==> config.mk <==
export PLATFORM = sky130hd
export DESIGN_NAME = hack_screen_reader
export DESIGN_NICKNAME = d
export VERILOG_FILES = /design/src/rtl/hack_video_pkg.sv /design/src/rtl/hack_video_timing.sv /design/src/rtl/hack_screen_reader.sv
export SDC_FILE = /design/constraint.sdc
export NUM_CORES = 1
export LEC_CHECK = 0
export CELL_PAD_IN_SITES_DETAIL_PLACEMENT = 1
export CELL_PAD_IN_SITES_GLOBAL_PLACEMENT = 2
export CORE_MARGIN = 2
export CORE_UTILIZATION = 24
export DETAILED_ROUTE_END_ITERATION = 6
export GPL_TIMING_DRIVEN = 0
export PLACE_DENSITY_LB_ADDON = 0.25
export SYNTH_ARGS = -nofsm -noshare
export SYNTH_HDL_FRONTEND = slang
export SYNTH_SLANG_ARGS = --single-unit
==> constraint.sdc <==
create_clock -name clk -period 3.42 [get_ports clk]
set_input_delay 0.684 -clock clk [delete_from_list [all_inputs] [get_ports clk]]
set_output_delay 0.684 -clock clk [all_outputs]
set_load 0.01 [all_outputs]
==> src/rtl/hack_video_pkg.sv <==
// hack_video_pkg: shared geometry constants for the Hack screen scan-out path.
package hack_video_pkg;
  localparam int SCREEN_W      = 512;
  localparam int SCREEN_H      = 256;
  localparam int WORDS_PER_ROW = 32;
  localparam int SCREEN_ADDR_W = 13;
  localparam int WORD_W        = 16;
endpackage

==> src/rtl/hack_video_timing.sv <==
// hack_video_timing: raster counters, active-region flag and sync decode, advancing on ce_pix.
module hack_video_timing
  import hack_video_pkg::*;
#(
  parameter int H_TOTAL  = 640,
  parameter int HS_START = 544,
  parameter int HS_WIDTH = 48,
  parameter int V_TOTAL  = 320,
  parameter int VS_START = 280,
  parameter int VS_WIDTH = 4,
  parameter int HW       = $clog2(H_TOTAL),
  parameter int VW       = $clog2(V_TOTAL)
) (
  input  logic          clk,
  input  logic          reset_n,
  input  logic          ce_pix,
  output logic [HW-1:0] hcount,
  output logic [VW-1:0] vcount,
  output logic [VW-1:0] nextrow,
  output logic          active,
  output logic          hsync,
  output logic          vsync
);
  logic [HW-1:0] hcount_q, hcount_d;
  logic [VW-1:0] vcount_q, vcount_d;
  logic          h_wrap, v_wrap;
  always_comb begin
    h_wrap   = hcount_q == HW'(H_TOTAL - 1);
    v_wrap   = vcount_q == VW'(V_TOTAL - 1);
    hcount_d = ce_pix ? (h_wrap ? '0 : hcount_q + 1'b1) : hcount_q;
    vcount_d = (ce_pix && h_wrap) ? (v_wrap ? '0 : vcount_q + 1'b1) : vcount_q;
    nextrow  = v_wrap ? '0 : vcount_q + 1'b1;
    active   = hcount_q < HW'(SCREEN_W) && vcount_q < VW'(SCREEN_H);
    hsync    = hcount_q >= HW'(HS_START) && hcount_q < HW'(HS_START + HS_WIDTH);
    vsync    = vcount_q >= VW'(VS_START) && vcount_q < VW'(VS_START + VS_WIDTH);
    hcount   = hcount_q;
    vcount   = vcount_q;
  end
  // Reset parks the raster just before row 0 so the first frame is whole.
  always_ff @(posedge clk) begin
    if (!reset_n) begin
      hcount_q <= HW'(H_TOTAL - 2);
      vcount_q <= VW'(V_TOTAL - 1);
    end else begin
      hcount_q <= hcount_d;
      vcount_q <= vcount_d;
    end
  end
endmodule

==> src/rtl/hack_screen_reader.sv <==
// hack_screen_reader: fetches Hack screen RAM words and serializes them to pixels with sync/DE.
// HACK_SCREEN_FRAME_PULSE_EN adds a frame_end pulse on the last active pixel.
module hack_screen_reader
  import hack_video_pkg::*;
#(
  parameter int H_TOTAL  = 640,
  parameter int HS_START = 544,
  parameter int HS_WIDTH = 48,
  parameter int V_TOTAL  = 320,
  parameter int VS_START = 280,
  parameter int VS_WIDTH = 4
) (
  input  logic                     clk,
  input  logic                     reset_n,
  input  logic                     ce_pix,
  output logic                     scr_rd,
  output logic [SCREEN_ADDR_W-1:0] scr_addr,
  input  logic [WORD_W-1:0]        scr_data,
  output logic                     pix,
  output logic                     de,
  output logic                     hs_n,
  output logic                     vs_n
`ifdef HACK_SCREEN_FRAME_PULSE_EN
  ,
  output logic                     frame_end
`endif
);
  localparam int HW = $clog2(H_TOTAL);
  localparam int VW = $clog2(V_TOTAL);
  logic [HW-1:0]     hcount;
  logic [VW-1:0]     vcount, nextrow;
  logic              active, hsync, vsync, next_in, fetch, load;
  logic [WORD_W-1:0] shift_q, shift_d;
  logic              pix_q, pix_d, de_q, de_d, hs_n_q, hs_n_d, vs_n_q, vs_n_d;
  hack_video_timing #(
    .H_TOTAL(H_TOTAL), .HS_START(HS_START), .HS_WIDTH(HS_WIDTH),
    .V_TOTAL(V_TOTAL), .VS_START(VS_START), .VS_WIDTH(VS_WIDTH),
    .HW(HW), .VW(VW)
  ) u_timing (
    .clk(clk), .reset_n(reset_n), .ce_pix(ce_pix),
    .hcount(hcount), .vcount(vcount), .nextrow(nextrow),
    .active(active), .hsync(hsync), .vsync(vsync)
  );
  // The strobe is combinational so RAM data lands one clk before the load edge even with ce_pix tied high.
  always_comb begin
    next_in  = nextrow < VW'(SCREEN_H);
    fetch    = (hcount == HW'(H_TOTAL - 2) && next_in) ||
               (active && hcount[3:0] == 4'd14 && hcount < HW'(SCREEN_W - 2));
    load     = (hcount == HW'(H_TOTAL - 1) && next_in) ||
               (active && hcount[3:0] == 4'd15 && hcount < HW'(SCREEN_W - 1));
    scr_rd   = reset_n && ce_pix && fetch;
    scr_addr = hcount < HW'(SCREEN_W) ? SCREEN_ADDR_W'({vcount, hcount[8:4]} + 1'b1)
                                      : SCREEN_ADDR_W'({nextrow, 5'd0});
    shift_d  = ce_pix ? (load ? scr_data : (active ? shift_q >> 1 : shift_q)) : shift_q;
    pix_d    = ce_pix ? active && shift_q[0] : pix_q;
    de_d     = ce_pix ? active : de_q;
    hs_n_d   = ce_pix ? !hsync : hs_n_q;
    vs_n_d   = ce_pix ? !vsync : vs_n_q;
  end
  always_ff @(posedge clk) begin
    if (!reset_n) begin
      shift_q <= '0;
      pix_q   <= 1'b0;
      de_q    <= 1'b0;
      hs_n_q  <= 1'b1;
      vs_n_q  <= 1'b1;
    end else begin
      shift_q <= shift_d;
      pix_q   <= pix_d;
      de_q    <= de_d;
      hs_n_q  <= hs_n_d;
      vs_n_q  <= vs_n_d;
    end
  end
  assign pix  = pix_q;
  assign de   = de_q;
  assign hs_n = hs_n_q;
  assign vs_n = vs_n_q;
`ifdef HACK_SCREEN_FRAME_PULSE_EN
  logic frame_end_q, frame_end_d;
  always_comb frame_end_d = ce_pix && hcount == HW'(SCREEN_W - 1) && vcount == VW'(SCREEN_H - 1);
  always_ff @(posedge clk) frame_end_q <= reset_n && frame_end_d;
  assign frame_end = frame_end_q;
`endif
endmodule

==> impl_results.md <==
- CP Class: flip-flop to primary output
- Max-Cap Viols: 0
- CP max FO: 7
- Remaining Overflow, GRT: 0
- Final setup vio count: 0
- Number of library cell types mapped by synthesis: 49
- Syn Area/Cell: approximately 8.3 µm²
- DR pass1 iterations: 4
- WHS Path Cells: 2
- Total inserted antenna cells: 0
- Routability-driven placement congestion ratio: approximately 0.73
- Area contributors post-synth: dfxtp_1 (35%), mux2i_1 (6.7%), o21ai_0 (6.3%)
- Power Density: a little under 500 nW/µm²
- Bufs on Longest Clock Path: 2
- Cell Chain, Critical Path: ha_4 > nand4_2 > nor2_1 > nand2_1 > a211oi_1 > a21oi_1 > clkdlybuf4s50_1
- Syn Inst Count: 270
- Slew HR: roughly two fifths
- Layout area overhead: 28.3%
- Cell family with most CP delay: simple AND/OR/NAND/NOR gates
- Via Count: 2069
- Clock transition at path regs: roughly 0.08 ns
- CTS Hold Buffers Added: 0
- Max-slew violations: 0
- Via/cell ratio: 4.83
- Final Hold Viols: 0
- CTS Sinks: 39
- Largest net degree at the start of global routing: 12
- TritonCTS buffer count: 5
- Placed wire-length estimate: 4710 µm
- First-pass GRT wire length: approximately 11000 µm
- Fin crit share: between 90% and 100%
- Synth Register Bits: 39
- Asr flop ratio synth: 0%
- Hold_sp: shift_q[15]
- Post-synth EDFFs: 0
- DR DRC count: 0
- Most used routing layer: met2
- Fillers: roughly 1100
- Synth cell count leaders: dfxtp_1 (39), o21ai_0 (28), a21oi_1 (23), nor2_1 (23), nand2_1 (22)
- Flop-to-flop setup slack: ~0.85 ns
- Clk root buf: clkbuf_8
- Core box area: slightly above 9000 µm²
- Worst r2r dst: u_timing.vcount[8]
- Setup TNS: 0 ns
- GR met3 Demand/Resource: ~2.2%
- CTS tree: yes
- Min-Delay Endpoint: shift_q[15]
- Peak VDD IR: between 150 and 200 µV
- Top-Level Pins: 37
- Initial antenna violation count: 0
- Pwr Total: ~1.4 mW
- Num rows: 35
- Area share of the largest cell type after synthesis: 34.8%
- CP Launch Type: flip-flop
- Clock skew: 0.00859 ns
- CP max stage cell: clkdlybuf4s50_1
- Non-filler instance count after layout: 428
- HP Class: flip-flop to flip-flop
- Period minus WS final: 3.12 ns
- Worst path bufs/invs: 1
- Area post-placement: 2740 µm²
- RSZ-0062 raised after global routing: false
- Syn Std Cell Area: around 2200 µm²
- Status: complete, no violations
- Most used DFF post-synth: dfxtp_1
- Clk_lat worst skew: about 0.29 ns
- Endpoint class of the critical path: primary output
- Share of layout cells above drive strength 1: 12.6%
- Met1 Track Usage GR: between 10% and 20%
- Worst reg2reg path startpoint: u_timing.hcount[1]
- Die width: between 100 and 150 µm
- Initial DRC count: 42
- Initial core utilization: about a quarter
- Leakage: around 1.1 nW
- Die area: 10100 µm²
- Most frequent cell after synthesis: dfxtp_1
- Critical path's largest stage delay: roughly 0.48 ns
- Net Count, Synth: 296
- Arr. time, crit path: 2.44 ns
- Die Ht: ~100 µm
- Achievable clock frequency: about 0.32 GHz
- Final core occ: between 30% and 40%
- Average routed wire per standard cell: 14.9 µm
- Vias in the first global route: just over 2000
- Synth Warn #: 0
- Layout Cell Area excl Fill: between 2000 and 3000 µm²
- H-tree Lvls: 2
- Sequential fraction of the synthesis area: about a third
- Total Routing Usage GR: a little over an eighth
- Worst reg2reg path depth: 7
- Post-DRT Antenna Nets: 0
- Total wire length: around 6400 µm
- Port Buffers: 36
- Layout net count: roughly 340
- Worst-margin pin slew: ~0.90 ns
- Post-synth top area cell: dfxtp_1
- Critical Path RT: 2.74 ns
- Dpl cells: ~420
- Met2 Usage GRT: 21.2%
## cells by family after synthesis
logic type               share of synthesized area, %
multiplexers                                     6.70
XOR/XNOR                                         5.47
AO/OA/AOI/OAI                                    22.4
flip-flops                                       34.8
buffers and inverters                            5.47
adder cells (fa/ha/maj)                          3.91
AND/OR/NAND/NOR                                  21.2
## worst register-to-register path, stage by stage (launching register included)
cell	delay, ns
dfxtp_1	0.46
ha_1	0.25
nand4_1	0.30
o31ai_1	0.83
clkbuf_2	0.30
nand4b_1	0.11
a21oi_1	0.15
or3_2	0.12
## worst max path at each step
stage | endpoint | slack (ns) | start | cells past startpoint
after floorplan | scr_rd | 0.84 | u_timing.vcount[0] | 6
final | scr_addr[5] | 0.30 | u_timing.vcount[0] | 7
after CTS | scr_rd | 0.02 | u_timing.vcount[0] | 7
after global routing | scr_addr[6] | 0.11 | u_timing.hcount[4] | 7
after detailed placement | scr_rd | 0.005 | u_timing.vcount[0] | 7
after global placement | scr_rd | -0.007 | u_timing.vcount[0] | 7
## metal layers
metal  vias to the layer above  routed length (µm)  part of all wire [%]
met2                        29                2920                    46
li1                       1052                   -                     -
met5                         -                   0                     0
met4                         0                  57                  0.89
met3                         5                 176                   2.8
met1                       983                3230                    51
## registers in the layout (all words and copies together), names as in the netlist
| register | count |
|---|---|
| u_timing.hcount | 10 |
| de | 1 |
| u_timing.vcount | 9 |
| vs_n | 1 |
| shift_q | 16 |
| hs_n | 1 |
| pix | 1 |
## through the flow
step / hold WS [ns] / setup slack (ns)
4_1_cts: 0.477 / 0.0196
2_1_floorplan: 0.435 / 0.836
5_1_grt: 0.505 / 0.112
3_5_place_dp: 0.472 / 0.00544
6_report: 0.473 / 0.297
3_3_place_gp: 0.464 / -0.00717
## power breakdown
group,switching [mW],internal [mW],total [mW]
clock network,0.167,0.144,0.311
registers,0.0384,0.497,0.536
logic,0.289,0.255,0.544
## layout make-up
type                    instances  area [µm²]  share of cell area [%]
plain buffers                  16        88.8                    3.09
multi-input cells             206        1370                    47.5
clock inverters                 1        5.00                   0.174
inverters                       9        33.8                    1.18
flip-flops and latches         39         783                    27.3
well taps                     111         139                    4.83
repair buffers                 39         383                    13.3
clock buffers                   7        76.3                    2.66
## layout by cell type (no fill, tap or decap), drive strengths merged, types with 6 or more instances in the layout
cell type	instances
a21oi	32
and3	6
buf	11
clkbuf	15
clkdlybuf4s50	35
dfxtp	39
ha	7
inv	9
mux2i	15
nand2	22
nand3	10
nand4	7
nor2	23
o21ai	29
xnor2	9
## timing repair
item / CTS / global route
setup endpoints to repair: 1 / 1
pin swaps: 1 / 1
resized for setup: 5 / 3
setup buffers: 0 / 2
No activity file was read; power rests on OpenSTA's default activity.
